File: src/rtl/instruction_fetch_stage.sv
// Fetch stage with IF/ID output register: PC, single-outstanding imem requests, redirect/flush.
// Optional macro FETCH_BUF_EN replaces the single output register with a 2-entry fetch FIFO.
module instruction_fetch_stage #(
    parameter int                    INSTRSIZE = 32,
    parameter int                    ADDRSIZE  = 64,
    parameter logic [ADDRSIZE-1:0]   RESET_PC  = {ADDRSIZE{1'b0}}
) (
    input  logic                  clk,
    input  logic                  rst,
    output logic                  imem_req,
    output logic [ADDRSIZE-1:0]   imem_addr,
    input  logic                  imem_ready,
    input  logic                  imem_rvalid,
    input  logic [INSTRSIZE-1:0]  imem_rdata,
    input  logic                  redirect_valid,
    input  logic [ADDRSIZE-1:0]   redirect_pc,
    output logic                  id_valid,
    input  logic                  id_ready,
    output logic [INSTRSIZE-1:0]  id_instruction,
    output logic [ADDRSIZE-1:0]   id_pc
);

    typedef enum logic [1:0] {
        ST_IDLE = 2'd0,
        ST_REQ  = 2'd1,
        ST_WAIT = 2'd2,
        ST_DROP = 2'd3
    } state_t;

    localparam logic [ADDRSIZE-1:0] PC_STEP = ADDRSIZE'(32'd4);

    state_t                state_r;
    state_t                state_s;
    logic [ADDRSIZE-1:0]   pc_r;
    logic [ADDRSIZE-1:0]   pc_s;
    logic [ADDRSIZE-1:0]   req_pc_r;
    logic [ADDRSIZE-1:0]   req_pc_s;
    logic [ADDRSIZE-1:0]   redirect_target_s;
    logic                  imem_req_s;
    logic                  accept_s;
    logic                  resp_s;

    assign redirect_target_s = {redirect_pc[ADDRSIZE-1:2], 2'b00};
    assign accept_s          = imem_req_s && imem_ready;
    assign resp_s            = imem_rvalid && (state_r == ST_WAIT);
    assign imem_req          = imem_req_s;
    assign imem_addr         = pc_r;

    // Next-state, next-PC and captured request address
    always_comb begin
        state_s  = state_r;
        pc_s     = pc_r;
        req_pc_s = req_pc_r;
        if (accept_s) begin
            pc_s     = pc_r + PC_STEP;
            req_pc_s = pc_r;
        end else begin
            pc_s     = pc_r;
            req_pc_s = req_pc_r;
        end
        case (state_r)
            ST_IDLE: state_s = ST_REQ;
            ST_REQ: begin
                if (accept_s) begin
                    state_s = ST_WAIT;
                end else begin
                    state_s = ST_REQ;
                end
            end
            ST_WAIT: begin
                // A request may only be issued from WAIT in the buffered build, as the response lands
                if (imem_rvalid) begin
                    state_s = accept_s ? ST_WAIT : ST_REQ;
                end else begin
                    state_s = ST_WAIT;
                end
            end
            ST_DROP: begin
                if (imem_rvalid) begin
                    state_s = ST_REQ;
                end else begin
                    state_s = ST_DROP;
                end
            end
            default: state_s = ST_IDLE;
        endcase
        if (redirect_valid) begin
            pc_s = redirect_target_s;
            if (accept_s) begin
                state_s = ST_DROP;
            end else if (((state_r == ST_WAIT) || (state_r == ST_DROP)) && !imem_rvalid) begin
                state_s = ST_DROP;
            end else begin
                state_s = ST_REQ;
            end
        end else begin
            pc_s = pc_s;
        end
    end

    // FSM, PC and request-address registers
    always_ff @(posedge clk) begin
        if (rst) begin
            state_r  <= ST_IDLE;
            pc_r     <= RESET_PC;
            req_pc_r <= {ADDRSIZE{1'b0}};
        end else begin
            state_r  <= state_s;
            pc_r     <= pc_s;
            req_pc_r <= req_pc_s;
        end
    end

`ifdef FETCH_BUF_EN
    logic [INSTRSIZE-1:0]  buf_instr_r [2];
    logic [ADDRSIZE-1:0]   buf_pc_r    [2];
    logic                  rd_ptr_r;
    logic                  wr_ptr_r;
    logic [1:0]            count_r;
    logic                  pop_s;
    logic                  push_s;
    logic [2:0]            occupancy_s;

    assign pop_s  = (count_r != 2'd0) && id_ready;
    assign push_s = resp_s && !redirect_valid;

    // Entries held or in flight after this cycle's pop; a head popped now frees a slot for a new fetch
    always_comb begin
        occupancy_s = {1'b0, count_r} + {2'b00, (state_r == ST_WAIT)} - {2'b00, pop_s};
        imem_req_s  = ((state_r == ST_REQ) || ((state_r == ST_WAIT) && imem_rvalid))
                      && (occupancy_s < 3'd2);
    end

    // Fetch FIFO storage and pointers
    always_ff @(posedge clk) begin
        if (rst) begin
            for (int i = 0; i < 2; i++) begin
                buf_instr_r[i] <= {INSTRSIZE{1'b0}};
                buf_pc_r[i]    <= {ADDRSIZE{1'b0}};
            end
            rd_ptr_r <= 1'b0;
            wr_ptr_r <= 1'b0;
            count_r  <= 2'd0;
        end else if (redirect_valid) begin
            rd_ptr_r <= 1'b0;
            wr_ptr_r <= 1'b0;
            count_r  <= 2'd0;
        end else begin
            if (push_s) begin
                buf_instr_r[wr_ptr_r] <= imem_rdata;
                buf_pc_r[wr_ptr_r]    <= req_pc_r;
                wr_ptr_r              <= ~wr_ptr_r;
            end
            if (pop_s) begin
                rd_ptr_r <= ~rd_ptr_r;
            end
            case ({push_s, pop_s})
                2'b10:   count_r <= count_r + 2'd1;
                2'b01:   count_r <= count_r - 2'd1;
                default: count_r <= count_r;
            endcase
        end
    end

    assign id_valid       = (count_r != 2'd0);
    assign id_instruction = buf_instr_r[rd_ptr_r];
    assign id_pc          = buf_pc_r[rd_ptr_r];
`else
    logic                  id_valid_r;
    logic [INSTRSIZE-1:0]  id_instruction_r;
    logic [ADDRSIZE-1:0]   id_pc_r;

    // Request only when the IF/ID register is guaranteed empty by the time the response lands
    always_comb begin
        if (state_r == ST_REQ) begin
            imem_req_s = !id_valid_r || id_ready;
        end else begin
            imem_req_s = 1'b0;
        end
    end

    // IF/ID output register
    always_ff @(posedge clk) begin
        if (rst) begin
            id_valid_r       <= 1'b0;
            id_instruction_r <= {INSTRSIZE{1'b0}};
            id_pc_r          <= {ADDRSIZE{1'b0}};
        end else if (redirect_valid) begin
            id_valid_r <= 1'b0;
        end else if (resp_s) begin
            id_valid_r       <= 1'b1;
            id_instruction_r <= imem_rdata;
            id_pc_r          <= req_pc_r;
        end else if (id_valid_r && id_ready) begin
            id_valid_r <= 1'b0;
        end else begin
            id_valid_r <= id_valid_r;
        end
    end

    assign id_valid       = id_valid_r;
    assign id_instruction = id_instruction_r;
    assign id_pc          = id_pc_r;
`endif

endmodule
File: config.mk
export PLATFORM = sky130hd
export DESIGN_NAME = instruction_fetch_stage
export DESIGN_NICKNAME = d
export VERILOG_FILES = /design/src/rtl/instruction_fetch_stage.sv
export SDC_FILE = /design/constraint.sdc
export NUM_CORES = 1
export LEC_CHECK = 0
export ABC_CLOCK_PERIOD_IN_PS = 3900
export BUFFER_PORTS_ARGS = -buffer_cell sky130_fd_sc_hd__buf_4
export CAP_MARGIN = 15
export CORE_MARGIN = 2
export CORE_UTILIZATION = 30
export DETAILED_ROUTE_END_ITERATION = 8
export SETUP_SLACK_MARGIN = 0.1
export SKIP_CTS_REPAIR_TIMING = 1
export SLEW_MARGIN = 20
export SYNTH_ARGS = -nofsm -noshare
export SYNTH_HDL_FRONTEND = slang
export SYNTH_SLANG_ARGS = --single-unit
export TNS_END_PERCENT = 1
File: constraint.sdc
create_clock -name clk -period 3.9 [get_ports clk]
set_input_delay 0.78 -clock clk [delete_from_list [all_inputs] [get_ports clk]]
set_output_delay 0.78 -clock clk [all_outputs]
set_load 0.1 [all_outputs]
==> impl_results.md, run 1 <==
* Status: finished clean
* Ys flop type: dfxtp_1
* CP endpoint kind: flip-flop
* Fin crit period at 2982 ps
* DRC at 0
* Ys Warns at 0
* Clock buffer depth at 3
* Port bufs at approximately 260
* Clock Sinks at between 200 and 250
* Critical Path Source: imem_addr[20]
* Fraction of layout cells with a size suffix above 1 at 0.2264
* Drt first pass iters at 5
* Final Skew at between 8 and 9 ps
* Area growth from synthesis to layout at 33.80%
* Die Area at between 30000 and 40000 µm²
* Global-route wire length before repair at around 47000 µm
* Placed insts at 1782
* GPL Wtd Cong at approximately 0.76
* Number of global-route vias before repair at roughly 8500
* Fin. max-slew vios at 0
* Top Ports at 264
* Synth Area per Inst at just under 8 µm²
* Register bit total from synthesis at 221
* WL/cell at about 17 µm
* Initial antenna violation count at 1
* Total Power at between 5 and 6 mW
* Pin count of the biggest net entering global routing at 114
* Mapped cell area at between 9000 and 10000 µm²
* Final ANT Viol Nets at 0
* Async SR Flop Fraction at 0
* Row cnt at 64
* Starting Density at 0.3044
* Max-slew headroom at 0.3117
* Tightest Hold Check Type: flip-flop to flip-flop
* Crit path required time at around 4300 ps
* Final Setup Violations at 0
* Max Cap Viol at 0
* Gr usage total at 0.1779
* H-tree Lvls at 1
* Total negative setup slack at 0 ps
* Clock slew seen by the registers of the worst setup and hold paths at ~60 ps
* Worst Path Max Fanout at 14
* Final std cells w/o fill at roughly 1800
* Clock Tree Root: clkbuf_16
* Post-layout net count at between 1500 and 2000
* Unrepaired setup endpoints after global routing: no
* Global route total overflow at 0
* Core area at ~30000 µm²
* Sequential-to-total area share from yosys stat at 0.4751
* Worst-Skew Late Latency at ~520 ps
* Static Leak at about 4.7 nW
* Via count at between 9000 and 10000
* TritonCTS clock tree: yes
* Final core occ at 0.4074
* Num CTS Buffers at 26
* Fmax at 0.3354 GHz
* Tcrit/Tclk final at 0.7646
* Hold Crit Start: req_pc_r[42]
* Crit Path Class: flip-flop to flip-flop
* DRT iter0 DRCs at between 500 and 600
* Chip height at between 150 and 200 µm
* Worst-Margin Slew at roughly 1000 ps
* Pwr dens at 462.0 nW/µm²
* Gate Count Post-Synth at around 1200
* DP HPWL at slightly above 20000 µm
* CP Launch Type: flip-flop
* Peak supply drop at ~0.30 mV
* Fin Hold WS at between 400 and 500 ps
* EDFF count, synth at 0
* Vias/cell at between 4 and 5
* Final WL at approximately 30000 µm
* Yosys cell types at 51
* Final hold violation count at 0
* Worst path arrival time at 3360 ps
* Layout filler cell count at around 3200
* Die width at 180.2 µm
* RR Startpoint: imem_addr[20]
per-layer routing:
metal,vias up,GRT usage,share of wire
li1,4563,-,-
met1,4198,0.2330,0.45
met4,0,0.04935,0.025
met5,-,0,0
met2,249,0.2936,0.46
met3,44,0.04103,0.061
cells in the mapped netlist (2+ instances only):
master / instances / area [µm²]
nand2_1: 350 / 1314
dfxtp_1: 221 / 4424
a21oi_1: 169 / 845.8
clkbuf_1: 80 / 300.3
nor2_1: 51 / 191.4
nand4_1: 25 / 156.4
nor4_1: 22 / 137.6
nor3_1: 21 / 105.1
inv_1: 20 / 75.07
nand3_1: 20 / 100.1
a211oi_1: 19 / 142.6
or3_1: 18 / 112.6
a2111oi_0: 17 / 148.9
and4_1: 15 / 131.4
xnor2_1: 15 / 131.4
and3_1: 13 / 81.33
and2_1: 12 / 75.07
buf_1: 12 / 45.04
nor2b_1: 12 / 75.07
a311oi_1: 11 / 96.34
o21ai_0: 11 / 55.05
nor3b_1: 7 / 52.55
mux2i_1: 6 / 60.06
xor2_1: 6 / 52.55
nor4b_1: 5 / 43.79
o211ai_1: 5 / 37.54
a31oi_1: 4 / 25.02
buf_4: 4 / 30.03
nand2b_1: 4 / 25.02
o22ai_1: 3 / 18.77
or4_1: 3 / 22.52
a21boi_0: 2 / 15.01
nand3b_1: 2 / 15.01
o21a_1: 2 / 15.01
o31ai_1: 2 / 15.01
critical path: stages (launching register included):
cell and delay [ps]:
dfxtp_1 480, nand4_2 150, or4_4 640, nor4_1 770
buf_4 280, a311oi_1 90, a2111oi_0 420
worst paths after layout:
check / endpoint / slack, ps / depth (start not counted)
hold reg to reg: id_pc[42] / 450 / 2
hold / removal: id_pc[42] / 450 / 2
setup / recovery: imem_addr[38] / 920 / 6
setup reg to reg: imem_addr[38] / 920 / 6
kinds of logic (layout without fill, tap and decap cells):
| family | Yosys count | after routing | synth area share |
|---|---|---|---|
| DFF | 221 | 221 | 0.4751 |
| AOI/OAI and AO/OA | 251 | 251 | 0.1579 |
| other | 1 | 5 | 0.0004027 |
| adders and majority gates | 1 | 1 | 0.001343 |
| and+or+nand+nor | 586 | 586 | 0.2890 |
| muxes | 7 | 7 | 0.007658 |
| xor gates and xnor gates | 21 | 21 | 0.01975 |
| buffers and inverters | 117 | 340 | 0.04890 |
cells in the final DEF, fill, tap and decap left out, drive strengths merged, types with 5 or more instances in the layout:
cell type / synthesis / routed
nand2: 350 / 350
buf: 17 / 274
dfxtp: 221 / 221
a21oi: 169 / 169
nor2: 51 / 51
clkbuf: 80 / 37
nand4: 26 / 26
nor4: 22 / 22
nor3: 21 / 21
nand3: 20 / 20
inv: 20 / 20
a211oi: 19 / 19
or3: 18 / 18
a2111oi: 18 / 18
xnor2: 15 / 15
and4: 15 / 15
and3: 13 / 13
and2: 13 / 13
nor2b: 12 / 12
o21ai: 11 / 11
a311oi: 11 / 11
nor3b: 7 / 7
xor2: 6 / 6
mux2i: 6 / 6
o211ai: 5 / 5
nor4b: 5 / 5
clkinv: 0 / 5
area by class of cell:
| type | count | area (µm²) | share of cell area |
|---|---|---|---|
| antenna | 1 | 2.502 | 0.0002008 |
| tap | 396 | 495.5 | 0.03976 |
| timing repair buffer | 275 | 2096 | 0.1682 |
| clock buffer | 36 | 749.5 | 0.06015 |
| clock inverter | 9 | 145.1 | 0.01165 |
| sequential | 221 | 4424 | 0.3551 |
| multi-input combinational | 870 | 4473 | 0.3590 |
| inverter | 20 | 75.07 | 0.006025 |
flip-flops by register name (all words and copies together), names as in the netlist:
| signal | cells |
|---|---|
| id_pc | 62 |
| imem_addr | 62 |
| req_pc_r | 62 |
| id_instruction | 32 |
| state_r | 2 |
| id_valid | 1 |
report_power, final:
part,switching [mW],internal [mW],leakage [nW],total (mW)
combinational,0.579,0.206,2.48,0.785
sequential,0.0953,2.33,1.80,2.42
clock,0.956,1.59,0.443,2.55
total,1.63,4.13,4.73,5.76
metrics by stage:
stage	worst slack (ps)	cell area, µm²
6_report	918.2	12460
5_1_grt	776.1	12460
4_1_cts	969.7	12460
3_5_place_dp	859.9	11560
3_3_place_gp	930.5	11560
2_1_floorplan	681.7	9324
Power figures use the tool's default switching activity.
==> run 2: changes to the inputs <==
--- a/config.mk
+++ b/config.mk
@@ -5,7 +5,8 @@
 export SDC_FILE = /design/constraint.sdc
 export NUM_CORES = 1
 export LEC_CHECK = 0
-export ABC_CLOCK_PERIOD_IN_PS = 3900
+export ABC_AREA = 1
+export ABC_CLOCK_PERIOD_IN_PS = 3100
 export BUFFER_PORTS_ARGS = -buffer_cell sky130_fd_sc_hd__buf_4
 export CAP_MARGIN = 15
 export CORE_MARGIN = 2
==> constraint.sdc (replaced) <==
create_clock -name clk -period 3.1 [get_ports clk]
set_input_delay 0.62 -clock clk [delete_from_list [all_inputs] [get_ports clk]]
set_output_delay 0.62 -clock clk [all_outputs]
set_load 0.1 [all_outputs]
==> run 2 against run 1 <==
Effect of this change: count of clock-buffer cells in the layout decreased by 1; setup slack improved by 69 ps; combinational power increased by 48%; non-clock buffer count decreased by 3; die area increased by 7.9%; critical endpoint is now imem_addr[53]; first-iteration DRC count increased by 34%; highest routed layer unchanged.
==> impl_results.md, run 2 <==
* Critical Path Slowest Stage Cell: dfxtp_1
* Post-route setup slack at 987.1 ps (+68.84 ps)
* H-tree Lvls at 1 (unchanged)
* Dpl cell area at 12410 µm² (+7.3%)
* Top Ports at 264 (unchanged)
* Worst Path Max Fanout at 6 (-8)
* Area growth from synthesis to layout at 32.55%
* Crit path buf inv count at 0 (-1)
* Pin count of the biggest net entering global routing at 96 (-16%)
* Static Leak at 5.942 nW (+26%)
* Final hold violation count at 0 (unchanged)
* Tcrit/Tclk final at 0.6816 (-0.08297)
* Fmax at 0.4733 GHz (+41%)
* Status: finished clean
* Max-slew headroom at 0.3101 (-0.001595)
* Layout filler cell count at 3540 (+12%)
* WHS Path Cells at 3 (+1)
* Ys Warns at 0 (unchanged)
* Clock slew seen by the registers of the worst setup and hold paths at 60 ps (about the same)
* Worst-Skew Late Latency at 530 ps (about the same)
* CP delay by family, top: simple AND/OR/NAND/NOR gates
* Final std cells w/o fill at 2160 (+18%)
* Gr usage total at 0.1990 (+0.02110)
* Crit Path Class: flip-flop to flip-flop
* Fin Hold WS at 307.0 ps (-139.5 ps)
* Fin. max-slew vios at 0 (unchanged)
* Chip height at 187.2 µm (+3.9%)
* Tightest Hold Check Type: input port to flip-flop
* CP Launch Type: flip-flop
* Initial antenna violation count at 0 (-1)
* Total Power at 7.518 mW (+31%)
* Final ANT Viol Nets at 0 (unchanged)
* Final WL at 36170 µm (+20%)
* Clock Sinks at 221 (unchanged)
* Number of global-route vias before repair at 9667 (+13%)
* Unrepaired setup endpoints after global routing: no
* Reg2Reg Depth at 9 (+3)
* Clock Tree Root: clkbuf_16
* Crit path required time at 3470 ps (-810 ps)
* Port bufs at 257 (unchanged)
* Peak supply drop at 0.3522 mV (+17%)
* Post-synth top cells: 303 x nor2_1, 289 x nand2_1, 221 x dfxtp_1, 168 x o21ai_0, 106 x inv_1
* DP HPWL at 26220 µm (+28%)
* Leading area contributor after synthesis: dfxtp_1
* WL/cell at 16.75 µm (+1.4%)
* Area contributors post-synth: dfxtp_1 44%, nor2_1 11%, nand2_1 11%, o21ai_0 8.4%, a21oi_1 4.9%
* Register bit total from synthesis at 221 (unchanged)
* Sequential-to-total area share from yosys stat at 0.4395 (-0.03555)
* CP Depth at 9 (+3)
* Fin crit period at 2113 ps (-868.8 ps)
* Post-layout net count at 1793 (+18%)
* Total negative setup slack at 0 ps (unchanged)
* Row cnt at 67 (+4.7%)
* Num CTS Buffers at 27 (+3.8%)
* CP Cell Sequence: nand2_1 -> nor2_1 -> nand2_1 -> nor2_1 -> nand2_1 -> nor2_1 -> nand2_1 -> nand3_1 -> a21oi_1
* Vias/cell at 4.770 (-3.7%)
* DRC at 0 (unchanged)
* Via count at 10300 (+14%)
* Max Cap Viol at 0 (unchanged)
* GPL Wtd Cong at 0.9029 (+19%)
* CP endpoint kind: flip-flop
* Placed insts at 2109 (+18%)
* Clock buffer depth at 3 (unchanged)
* Async SR Flop Fraction at 0 (unchanged)
* Starting Density at 0.3025 (-0.001987)
* Drt first pass iters at 7 (+2)
* Yosys cell types at 35 (-31%)
* Mapped cell area at 10070 µm² (+8.1%)
* Global-route wire length before repair at 55390 µm (+17%)
* Core area at 33280 µm² (+8.8%)
* Most common cell after layout, fill and taps aside: nor2_1
* Fraction of layout cells with a size suffix above 1 at 0.2211 (-0.005362)
* TritonCTS clock tree: yes
* Ys flop type: dfxtp_1
* Commonest non-fill, non-tap cells in the layout: 303 x nor2_1, 289 x nand2_1, 267 x buf_4
* Gate Count Post-Synth at 1465 (+22%)
* Global route total overflow at 0 (unchanged)
* Die width at 187.2 µm (+3.9%)
* Top-count cell post-synth: nor2_1
* Worst path arrival time at 2480 ps (-880 ps)
* Critical path's most frequent cell: nand2_1
* Final Skew at 19.75 ps (+11.27 ps)
* Pwr dens at 563.5 nW/µm² (+22%)
* CP peak stage delay at 560 ps (-210 ps)
* EDFF count, synth at 0 (unchanged)
* Share of Yosys cell area claimed by the top area cell type at 0.4395 (-0.03555)
* Final core occ at 0.4009 (-0.006437)
* DRT iter0 DRCs at 729 (+34%)
* Setup WS pre-CTS at 671.1 ps (-188.8 ps)
* Final Setup Violations at 0 (unchanged)
* Die Area at 35030 µm² (+7.9%)
* Synth Area per Inst at 6.871 µm² (-11%)
* Worst-Margin Slew at 1035 ps (+11.83 ps)
* Final instance area at 13340 µm² (+7.1%)
[run 2: cell types whose count changed in the layout (fill, tap and decap cells not counted), moves of 18 or more]
cell,previous run,this run
o21ai_1,0,24
inv_1,19,103
nor2_1,50,303
or3_1,18,0
nand2_1,350,289
o21ai_0,11,168
nand3_1,19,59
nor4_1,22,0
a21oi_1,169,98
[run 2: cells by family (layout without fill, tap and decap cells)]
logic type | count (synthesis) | in the layout | share of synthesized area
AND/OR/NAND/NOR | 715 | 715 | 0.3040
other | 1 | 6 | 0.0003725
adder cells (fa/ha/maj) | 1 | 1 | 0.001243
XOR/XNOR | 19 | 19 | 0.01653
AO/OA/AOI/OAI | 316 | 316 | 0.1620
buffers and inverters | 192 | 434 | 0.07632
flip-flops | 221 | 221 | 0.4395
[run 2: final timing paths]
| path | slack [ps] | startpoint | to |
|---|---|---|---|
| max | 990 | imem_addr[29] | imem_addr[53] |
| min | 310 | imem_rdata[3] | id_instruction[3] |
| max reg2reg | 990 | imem_addr[29] | imem_addr[53] |
| min reg2reg | 460 | req_pc_r[63] | id_pc[63] |
[run 2: final cells by class]
type                    instances  area [µm²]  share of cell area
multi-input cells            1055        4895              0.3668
flip-flops and latches        221        4424              0.3316
repair buffers                272        2105              0.1577
clock buffers                  35       755.7             0.05664
well taps                     448       560.5             0.04201
inverters                     113       426.7             0.03198
clock inverters                14       171.4             0.01285
diodes                          2       5.005           0.0003751
[run 2: where the power goes]
part	total, mW	leakage, nW	internal (mW)	switching [mW]
Combinational	1.16	3.69	0.287	0.876
Sequential	3.09	1.80	2.96	0.128
Clock	3.27	0.450	1.98	1.29
[run 2: worst register-to-register path, cell delays in order (launching register included)]
cell and delay, ps:
dfxtp_1 560, nand2_1 140, nor2_1 200, nand2_1 200
nor2_1 390, nand2_1 140, nor2_1 120, nand2_1 50
nand3_1 90, a21oi_1 70
[run 2: layer usage]
metal | vias to the layer above | share of wire | track usage
li1 | 5162 | - | -
met1 | 4719 | 0.46 | 0.2661
met2 | 351 | 0.45 | 0.3251
met3 | 71 | 0.063 | 0.03171
met4 | 0 | 0.031 | 0.07051
met5 | - | 0 | 0
==> run 3: changes to the inputs <==
--- a/config.mk
+++ b/config.mk
@@ -6,7 +6,7 @@
 export NUM_CORES = 1
 export LEC_CHECK = 0
 export ABC_AREA = 1
-export ABC_CLOCK_PERIOD_IN_PS = 3100
+export ABC_CLOCK_PERIOD_IN_PS = 2200
 export BUFFER_PORTS_ARGS = -buffer_cell sky130_fd_sc_hd__buf_4
 export CAP_MARGIN = 15
 export CORE_MARGIN = 2
==> constraint.sdc (replaced) <==
create_clock -name clk -period 2.2 [get_ports clk]
set_input_delay 0.44 -clock clk [delete_from_list [all_inputs] [get_ports clk]]
set_output_delay 0.44 -clock clk [all_outputs]
set_load 0.1 [all_outputs]
==> run 3 against run 2 <==
Effect of this change: register-to-register slack got worse by 630 ps; largest power group is now sequential cells; design area rose by 0.85%; power rose by 36%; die area did not move.
==> impl_results.md, run 3 (same netlist as run 2, synthesis figures left out) <==
* Static Leak at 6.026 nW (+1.4%)
* Crit path required time at 1760 ps (-1710 ps)
* Peak supply drop at 0.4830 mV (+37%)
* H-tree Lvls at 1 (unchanged)
* DP HPWL at 27050 µm (+3.2%)
* Chip height at 187.2 µm (unchanged)
* RR Startpoint: imem_addr[2]
* Final ANT Viol Nets at 0 (unchanged)
* Global-route wire length before repair at 55700 µm (+0.56%)
* Tightest Hold Check Type: input port to flip-flop
* WL/cell at 16.65 µm (-0.57%)
* Setup WS pre-CTS at 292.7 ps (-378.4 ps)
* GPL Wtd Cong at 0.9176 (+1.6%)
* Core area at 33280 µm² (unchanged)
* Fmax at around 0.53 GHz
* Min-Delay Endpoint: id_instruction[6]
* Fin crit period at roughly 1900 ps
* Area growth from synthesis to layout at 33.69%
* Vias/cell at 4.690 (-1.7%)
* Row cnt at 67 (unchanged)
* Commonest non-fill, non-tap cells in the layout: 302 x nor2_1, 289 x nand2_1, 286 x buf_4
* Critical Path Source: state_r[1]
* Gr usage total at 0.1997 (+0.0006342)
* Placed insts at 2130 (+1.0%)
* DRC at 0 (unchanged)
* Num CTS Buffers at 26 (-3.7%)
* Die width at 187.2 µm (unchanged)
* Reg2Reg Depth at 12 (+3)
* Top Ports at 264 (unchanged)
* Drt first pass iters at 6 (-1)
* Pin count of the biggest net entering global routing at 82 (-15%)
* Final WL at 36210 µm (+0.12%)
* Clock slew seen by the registers of the worst setup and hold paths at 60 ps (about the same)
* Final hold violation count at 0 (unchanged)
* Max-slew headroom at 0.6316 (+0.3216)
* Final Skew at 10.55 ps (-9.197 ps)
* Final Setup Violations at 0 (unchanged)
* Global route total overflow at 0 (unchanged)
* Number of global-route vias before repair at 9689 (+0.23%)
* Pwr dens at 757.5 nW/µm² (+34%)
* FF-to-FF setup slack at 360 ps (-630 ps)
* Fin Hold WS at 137.7 ps (-169.3 ps)
* Final std cells w/o fill at 2175 (+0.69%)
* Status: finished clean
* Worst-Skew Late Latency at 530 ps (about the same)
* WHS Path Cells at 3 (unchanged)
* Fin. max-slew vios at 0 (unchanged)
* Port bufs at 257 (unchanged)
* Post-layout net count at 1813 (+1.1%)
* DRT iter0 DRCs at 632 (-13%)
* Initial antenna violation count at 0 (unchanged)
* Clock buffer depth at 3 (unchanged)
* Tcrit/Tclk final at 0.8641
* CP endpoint kind: primary output
* Clock Tree Root: clkbuf_16
* Via count at 10200 (-0.99%)
* Fraction of layout cells with a size suffix above 1 at 0.2420 (+0.02099)
* Die Area at 35030 µm² (unchanged)
* N_diodes at 0 (-2)
* Starting Density at 0.3025 (unchanged)
* Post-route setup slack at 298.9 ps (-688.2 ps)
* TritonCTS clock tree: yes
* RR Endpoint: imem_addr[54]
* Clock Sinks at 221 (unchanged)
* Worst path arrival time at 1460 ps (-1020 ps)
* Most common cell after layout, fill and taps aside: nor2_1
* Crit Path Class: flip-flop to primary output
* Max Cap Viol at 0 (unchanged)
* Unrepaired setup endpoints after global routing: no
* Hold Crit Start: imem_rdata[6]
* Total negative setup slack at 0 ps (unchanged)
* Worst Path Max Fanout at 3 (-3)
* Worst-Margin Slew at 551.9 ps (-483.0 ps)
* CP Launch Type: flip-flop
==> run 3: cell count changes in the layout (fill, tap and decap cells not counted), sizes merged, moves of 2 or more <==
cell	previous run	this run
buf	272	293
diode	2	0
clkinvlp	3	1
bufinv	3	0
clkinv	10	7
clkbuf	35	40
==> run 3: metrics by stage <==
step | power (mW) | instance area [µm²] | utilization
2_1_floorplan | 5.563 | 10110 | -
3_3_place_gp | 6.097 | 12620 | 0.3793
3_5_place_dp | 6.107 | 12620 | 0.3793
4_1_cts | 10.29 | 13450 | 0.4043
5_1_grt | 10.56 | 13460 | 0.4043
6_report | 10.19 | 13460 | 0.4043
==> run 3: final cells by class <==
cell class              instances  area (µm²)
fillers                      3479       19820
multi-input cells            1055        4897
flip-flops and latches        221        4456
repair buffers                293        2287
clock buffers                  40       794.5
well taps                     448       560.5
inverters                     113       426.7
clock inverters                 5       35.03
==> run 3: power by group <==
part | switching, mW | total [mW] | internal (mW)
Sequential | 0.161 | 4.34 | 4.18
Combinational | 1.25 | 1.69 | 0.434
Clock | 1.70 | 4.17 | 2.47
==> run 3: critical path, stage by stage, from the launching register on <==
cell and delay [ps]:
dfxtp_1 320, nor2_1 200, nand2_1 80, inv_1 60, buf_4 280
==> run 3: metal layers <==
layer	global-route usage	wire length (µm)
met1	0.2717	16700
met2	0.3287	16620
met3	0.03621	2249
met4	0.04579	645
met5	0	0
==> run 3: worst max-delay path by stage <==
| stage | to | slack, ps |
|---|---|---|
| global placement | imem_addr[19] | 300 |
| finish | imem_req | 300 |
| CTS | imem_req | 270 |
| floorplan | imem_addr[54] | 60 |
| detailed placement | imem_addr[49] | 290 |
| global route | imem_req | 210 |
